==> src/rtl/noc_pkg.sv <==
// noc_pkg: shared types and helpers for the router output allocation logic.
package noc_pkg;
    typedef enum logic {ALLOC_IDLE, ALLOC_LOCKED} alloc_state_t;

    function automatic int idx_width(input int n);
        return (n > 1) ? $clog2(n) : 1;
    endfunction

    // Callers size-cast the result down to their own vector width.
    function automatic logic [31:0] onehot(input int unsigned idx);
        return 32'd1 << idx;
    endfunction
endpackage

==> src/rtl/rr_arbiter.sv <==
// rr_arbiter: combinational round-robin pick of the first set match bit at or after the pointer.
import noc_pkg::*;

module rr_arbiter #(
    parameter int NUM_INPUTS = 5,
    parameter int IW = idx_width(NUM_INPUTS)
) (
    input  logic [NUM_INPUTS-1:0] i_match,
    input  logic [IW-1:0]         i_rr_pointer,
    output logic [IW-1:0]         o_winner,
    output logic                  o_any_match
);
    always_comb begin
        o_winner = '0;
        o_any_match = 1'b0;
        for (int k = 0; k < NUM_INPUTS; k++) begin
            automatic int idx = (int'(i_rr_pointer) + k) % NUM_INPUTS;
            if (!o_any_match && i_match[idx]) begin
                o_winner = IW'(idx);
                o_any_match = 1'b1;
            end
        end
    end
endmodule

==> src/rtl/route_reservation_allocator.sv <==
// route_reservation_allocator: per-output round-robin route reservation with lock until relieve.
import noc_pkg::*;

module route_reservation_allocator #(
    parameter int NUM_INPUTS    = 5,
    parameter int REQUEST_WIDTH = 3,
    parameter int OUTPUT_INDEX  = 0
) (
    input  logic                              clk,
    input  logic                              rst,
    input  logic [NUM_INPUTS-1:0]             routeReserveRequestValid,
    input  logic [NUM_INPUTS*REQUEST_WIDTH-1:0] routeReserveRequest,
    input  logic [NUM_INPUTS-1:0]             routeRelieve,
    output logic [NUM_INPUTS-1:0]             routeReserveStatus,
    output logic [NUM_INPUTS-1:0]             outputSelect,
    output logic                              outputBusy
);
    localparam int IW = idx_width(NUM_INPUTS);

    alloc_state_t          r_state;
    logic [IW-1:0]         r_owner;
    logic [IW-1:0]         r_rr_pointer;
    logic [NUM_INPUTS-1:0] w_match;
    logic [IW-1:0]         w_winner;
    logic                  w_any_match;

    always_comb begin
        w_match = '0;
        for (int i = 0; i < NUM_INPUTS; i++)
            w_match[i] = routeReserveRequestValid[i] &&
                         (routeReserveRequest[i*REQUEST_WIDTH +: REQUEST_WIDTH] == REQUEST_WIDTH'(OUTPUT_INDEX));
    end

    rr_arbiter #(.NUM_INPUTS(NUM_INPUTS), .IW(IW)) u_arb (
        .i_match      (w_match),
        .i_rr_pointer (r_rr_pointer),
        .o_winner     (w_winner),
        .o_any_match  (w_any_match)
    );

    // Grants only leave Idle, so every release costs one Idle cycle before the next grant.
    always_ff @(posedge clk or posedge rst) begin
        if (rst) begin
            r_state            <= ALLOC_IDLE;
            r_owner            <= '0;
            r_rr_pointer       <= '0;
            routeReserveStatus <= '0;
            outputSelect       <= '0;
            outputBusy         <= 1'b0;
        end else begin
            routeReserveStatus <= '0;
            case (r_state)
                ALLOC_IDLE: if (w_any_match) begin
                    r_state            <= ALLOC_LOCKED;
                    r_owner            <= w_winner;
                    routeReserveStatus <= NUM_INPUTS'(onehot(32'(w_winner)));
                    outputSelect       <= NUM_INPUTS'(onehot(32'(w_winner)));
                    outputBusy         <= 1'b1;
                end
                default: if (routeRelieve[r_owner]) begin
                    r_state      <= ALLOC_IDLE;
                    r_rr_pointer <= (32'(r_owner) == NUM_INPUTS - 1) ? '0 : r_owner + 1'b1;
                    outputSelect <= '0;
                    outputBusy   <= 1'b0;
                end
            endcase
        end
    end
endmodule
==> config.mk <==
export PLATFORM = sky130hd
export DESIGN_NAME = route_reservation_allocator
export DESIGN_NICKNAME = d
export VERILOG_FILES = /design/src/rtl/noc_pkg.sv /design/src/rtl/rr_arbiter.sv /design/src/rtl/route_reservation_allocator.sv
export SDC_FILE = /design/constraint.sdc
export NUM_CORES = 1
export LEC_CHECK = 0
export ABC_AREA = 1
export ABC_CLOCK_PERIOD_IN_PS = 5200
export BUFFER_PORTS_ARGS = -buffer_cell sky130_fd_sc_hd__buf_2
export CORE_MARGIN = 1
export CORE_UTILIZATION = 57
export DETAILED_ROUTE_END_ITERATION = 8
export GPL_TIMING_DRIVEN = 1
export HOLD_SLACK_MARGIN = 0.03
export PLACE_DENSITY = 0.86
export SYNTH_ARGS = -nofsm -noshare
export SYNTH_HDL_FRONTEND = slang
export SYNTH_HIERARCHICAL = 1
export SYNTH_SLANG_ARGS = --single-unit
==> constraint.sdc <==
create_clock -name clk -period 5.2 [get_ports clk]
set_clock_uncertainty 0.05 [all_clocks]
set_input_delay 1.04 -clock clk [delete_from_list [all_inputs] [get_ports clk]]
set_output_delay 1.04 -clock clk [all_outputs]
set_load 0.03 [all_outputs]
==> flow_metrics.env, run 1 <==
export IMPL_status="complete, no violations"
export IMPL_cts_root_buf="clkbuf_8"
export IMPL_start_util_pct=61.4
export IMPL_path_max_fanout=11
export IMPL_fin_crit_sh_pct=84.8
export IMPL_grt_pass1_wl_um=8010
export IMPL_drt_iter0_drc=118
export IMPL_antennaDiodeCount=0
export IMPL_clock_sinks=18
export IMPL_finalHoldViolations=0
export IMPL_period_minus_slack_ns=4.41
export IMPL_htree_levels=1
export IMPL_hold_path_class="flip-flop to flip-flop"
export IMPL_rsz0062_at_grt="no"
export IMPL_cp_end_kind="flip-flop"
export IMPL_avgSynthCellArea_sq_um=6.60
export IMPL_finalWirelength_um=4750
export IMPL_first_global_vias=1974
export IMPL_insertion_delay_ns=0.26
export IMPL_clk_pin_slew_worst_paths_ns=0.07
export IMPL_ys_seq_area_share_pct=21.3
export IMPL_route_detailed_drc=0
export IMPL_tightest_slew_ns=1.12
export IMPL_maxCapViolations=0
export IMPL_port_buffers=37
export IMPL_synth_top_cell_area_share_pct=21.3
export IMPL_gp_congestion=0.928
export IMPL_area_growth_pct=13.5
export IMPL_synth_net_count=370
export IMPL_synth_cell_types=32
export IMPL_vias_per_cell=5.30
export IMPL_antenna_found_initial=0
export IMPL_num_rows=21
export IMPL_cts_buffers=3
export IMPL_worstSetupPathType="flip-flop to flip-flop"
export IMPL_io_pins=38
export IMPL_nNetsFinal=410
export IMPL_ys_warn_count=6
export IMPL_relSlewSlack_pct=24.6
export IMPL_drv_slew=0
export IMPL_drt_first_pass_iters=4
export IMPL_setup_viol=0
export IMPL_cp_required_ns=5.35
export IMPL_cp_arrival_ns=4.56
export IMPL_cts_setup_buffers=0
export IMPL_syn_area_sq_um=2110
export IMPL_gr_total_overflow=0
export IMPL_grt_max_degree=19
export IMPL_avgRoutedWirePerCell_um=11.7
export IMPL_grt_usage_pct=25.1
export IMPL_hpwl_um=3790
export IMPL_design_core_area_sq_um=3440
export IMPL_drive_above_1_share_pct=19.8
export IMPL_cts_hold_fix_buffers=0
export IMPL_syn_inst=320
export IMPL_cts_tree="built"
export IMPL_fp_dieH_um=62.9
export IMPL_synth_seq_cells=18
export IMPL_fin_setup_tns_ns=0
export IMPL_worstSetupStartpointType="flip-flop"
export IMPL_synth_top_area_cell="dfrtp_1"
export IMPL_synthTopCellsByArea="dfrtp_1, nand2_1, ha_1"
export IMPL_num_vias=2148
export IMPL_cts_buffer_depth=2
export IMPL_timing_fmax_mhz=227
export IMPL_cts_resized=0
export IMPL_fp_dieW_um=62.9
export IMPL_die_area_sq_um=3960
export IMPL_postRouteAntennaNets=0
-- logic make-up after synthesis --
kind of cell	count (synthesis)	synth area share, %
and+or+nand+nor	182	41.9
buffers and inverters	61	11.2
AOI/OAI and AO/OA	30	8.41
adders and majority gates	23	14.0
DFF	18	21.3
xor gates and xnor gates	6	3.20
-- layer usage --
metal  routed length, um  share of wire, %  global-route usage [%]  up-vias
met5                   0                 0                       0        -
met4                 144               3.0                    13.1        0
met3                 221               4.7                    1.82       14
met2                2330                49                    45.4       72
met1                2050                43                    29.3      954
li1                    -                 -                       -     1108
-- synth_stat cells (all sizes together) --
| library cell | number |
|---|---|
| nor3 | 1 |
| a21oi | 6 |
| fa | 1 |
| nand4 | 10 |
| ha | 22 |
| clkbuf | 1 |
| a211oi | 1 |
| nand3b | 5 |
| a21boi | 1 |
| nand2 | 96 |
| inv | 58 |
| dfrtp | 18 |
| o211ai | 2 |
| or2 | 1 |
| o21ai | 16 |
| xor2 | 6 |
| buf | 2 |
| nor3b | 1 |
| o21a | 3 |
| nor2 | 16 |
| o21bai | 1 |
| nor4 | 6 |
| nand3 | 46 |
-- state kept, by name, indices dropped and copies added (netlist names) --
register / count
routeReserveStatus: 5
r_owner: 3
outputBusy: 1
r_state: 1
r_rr_pointer: 3
outputSelect: 5
-- worst max-delay path: stages, from the launching register on --
cell	delay [ns]
dfrtp_1	0.59
inv_1	0.22
ha_1	0.37
nor2_1	0.12
nor2_1	0.05
a21oi_1	0.29
xor2_1	0.15
ha_1	0.22
fa_1	0.41
nand3_1	0.20
nand2_1	0.11
nand2_1	0.14
nand2_1	0.06
nand3_1	0.07
nand2_1	0.05
nand2_1	0.05
nand2_1	0.06
inv_1	0.06
nand4_1	0.16
inv_1	0.17
nand3_1	0.09
nand3_1	0.16
inv_1	0.10
nor4_2	0.28
inv_1	0.07
nand2_1	0.06
-- area by class of cell --
type                       count  area (sq um)
timing repair buffer          38           193
sequential                    18           450
tap                           46          57.6
inverter                      58           218
multi-input combinational    241          1430
fill                         310          1040
clock buffer                   4          55.1
-- through the flow --
step	worst slack (ns)	hold slack [ns]	instance area [sq um]	util (%)	instances
6_report	0.788	0.427	2400	69.7	405
5_1_grt	0.278	0.452	2400	69.7	405
4_1_cts	0.873	0.425	2400	69.7	405
3_5_place_dp	0.907	0.408	2340	68.1	401
3_3_place_gp	0.943	0.406	2340	68.1	401
2_1_floorplan	1.33	0.501	2110	-	320
-- path summary, 6_finish.rpt --
path	start	end	slack [ns]	depth (start not counted)
worst max-delay path	r_rr_pointer[2]	outputSelect[2]	0.79	25
worst min-delay path	outputBusy	outputBusy	0.43	2
worst max register to register	r_rr_pointer[2]	outputSelect[2]	0.79	25
worst min register to register	outputBusy	outputBusy	0.43	2
max in group asynchronous	rst	routeReserveStatus[1]	3.84	2
min in group asynchronous	rst	r_rr_pointer[0]	0.83	2
-- cells in the final DEF (no fill, tap or decap), drive strengths merged, types with 2 or more instances in the layout --
cell type and n:
a21oi 6, buf 38, clkbuf 4, dfrtp 18, ha 22, inv 58, nand2 96, nand3 46
nand3b 5, nand4 10, nor2 16, nor4 6, o211ai 2, o21a 3, o21ai 16, xor2 6
Power of run 1 is left out: the tool's default activity adds up to more than one toggle a clock period on the data nets, which glitch-free logic cannot reach.
==> run 2, diff against run 1 <==
- ABC_CLOCK_PERIOD_IN_PS: 5200 -> 4500
- clock period: 5.2 -> 4.5 ns (I/O delays scaled with it)
==> flow_metrics.env, run 2 (synthesis results as in run 1) <==
export IMPL_status="complete, no violations"
export IMPL_grt_usage_pct=25.3
export IMPL_cts_tree="built"
export IMPL_finalHoldViolations=0
export IMPL_drive_above_1_share_pct=21.5
export IMPL_tightest_slew_ns=0.993
export IMPL_grt_max_degree=19
export IMPL_cp_arrival_ns=4.23
export IMPL_num_fill_cells=306
export IMPL_setup_ws_ns=0.412
export IMPL_cts_buffer_depth=2
export IMPL_hold_path_class="flip-flop to flip-flop"
export IMPL_num_rows=21
export IMPL_antenna_found_initial=0
export IMPL_cp_end_kind="flip-flop"
export IMPL_drt_first_pass_iters=4
export IMPL_design_core_area_sq_um=3440
export IMPL_hold_path_depth=2
export IMPL_cts_hold_fix_buffers=0
export IMPL_hold_slack_ns=0.430
export IMPL_die_area_sq_um=3960
export IMPL_vias_per_cell=5.27
export IMPL_dp_slack_ns=0.0626
export IMPL_postRouteAntennaNets=0
export IMPL_hold_path_end="outputBusy"
export IMPL_io_pins=38
export IMPL_layout_commonest_cell="nand2_1"
export IMPL_avgRoutedWirePerCell_um=11.4
export IMPL_reg_top3="outputSelect (5), routeReserveStatus (5)"
export IMPL_r2r_end="outputSelect[2]"
export IMPL_relSlewSlack_pct=33.2
export IMPL_worstSetupPathType="flip-flop to flip-flop"
export IMPL_num_vias=2151
export IMPL_finalWirelength_um=4640
export IMPL_period_minus_slack_ns=4.09
export IMPL_cp_required_ns=4.64
export IMPL_gr_total_overflow=0
export IMPL_gp_congestion=0.981
export IMPL_fin_setup_tns_ns=0
export IMPL_rsz0062_at_grt="no"
export IMPL_maxCapViolations=0
export IMPL_route_detailed_drc=0
export IMPL_cts_root_buf="clkbuf_8"
export IMPL_antennaDiodeCount=0
export IMPL_insertion_delay_ns=0.25
export IMPL_r2r_cells=23
export IMPL_first_global_vias=2034
export IMPL_timing_fmax_mhz=245
export IMPL_nNetsFinal=413
export IMPL_htree_levels=1
export IMPL_area_growth_pct=15.5
export IMPL_grt_pass1_wl_um=8250
export IMPL_drt_iter0_drc=116
export IMPL_fin_crit_sh_pct=90.8
export IMPL_layout_common_cells="nand2_1, inv_1, nand3_1, buf_2, ha_1"
export IMPL_drv_slew=0
export IMPL_r2r_setup_slack_ns=0.41
export IMPL_worstSetupStartpointType="flip-flop"
export IMPL_path_max_fanout=9
export IMPL_fp_dieH_um=62.9
export IMPL_cts_buffers=3
export IMPL_port_buffers=37
export IMPL_start_util_pct=61.4
export IMPL_fp_dieW_um=62.9
export IMPL_r2r_start="r_rr_pointer[1]"
export IMPL_clk_pin_slew_worst_paths_ns=0.07
export IMPL_min_delay_start="outputBusy"
export IMPL_clock_sinks=18
export IMPL_setup_viol=0
export IMPL_hpwl_um=3800
==> run 2: what timing repair did <==
action	4_1_cts	5_1_grt
setup buffers	0	0
endpoints found under the setup margin	0	14
gates resized for setup	0	6
==> run 2: layer usage <==
metal	share of wire, %	track usage (%)	wire length [um]	vias to the layer above
met4	1.6	10.5	73	0
li1	-	-	-	1111
met1	43	29.8	2000	965
met5	0	0	0	-
met2	51	46.4	2360	65
met3	4.3	2.01	201	10
==> run 2: worst max path at each step <==
| stage | startpoint | end | slack [ns] | cells past startpoint |
|---|---|---|---|---|
| 4_1_cts | r_rr_pointer[1] | outputSelect[2] | 0.04 | 22 |
| 2_1_floorplan | r_rr_pointer[0] | outputSelect[1] | 0.63 | 29 |
| 5_1_grt | r_rr_pointer[1] | outputSelect[3] | 0.03 | 28 |
| 3_5_place_dp | r_rr_pointer[1] | outputSelect[2] | 0.06 | 22 |
| 3_3_place_gp | r_rr_pointer[1] | outputSelect[2] | 0.24 | 22 |
| 6_report | r_rr_pointer[1] | outputSelect[2] | 0.41 | 23 |
==> run 2: stage by stage <==
| stage | cells | utilization, % | cell area, sq um |
|---|---|---|---|
| floorplan | 320 | - | 2110 |
| global placement | 404 | 68.7 | 2370 |
| detailed placement | 404 | 68.7 | 2370 |
| CTS | 408 | 70.3 | 2420 |
| global route | 408 | 70.9 | 2440 |
| finish | 408 | 70.9 | 2440 |
==> run 2: area by class of cell <==
class / instances / area (sq um) / share of cell area [%]
clock buffers: 4 / 55.1 / 2.26
inverters: 58 / 218 / 8.92
multi-input cells: 241 / 1440 / 59.1
flip-flops and latches: 18 / 452 / 18.5
well taps: 46 / 57.6 / 2.36
repair buffers: 41 / 215 / 8.82
==> run 2: critical path, cell delays in order (launching register included) <==
cell,delay (ns)
dfrtp_2,0.46
inv_2,0.18
ha_1,0.31
nor2_1,0.12
nor2_1,0.05
a21oi_2,0.21
xor2_1,0.14
ha_1,0.21
fa_1,0.42
nand3_2,0.14
nand2_1,0.06
o21ai_1,0.18
nand3_1,0.11
nand2_1,0.07
nand2_1,0.05
nand2_1,0.07
inv_1,0.05
nand4_1,0.16
inv_1,0.10
nand3b_1,0.12
nand3_1,0.24
nor4_4,0.38
inv_1,0.07
nand2_1,0.07
Power of run 2 is left out for the same reason.
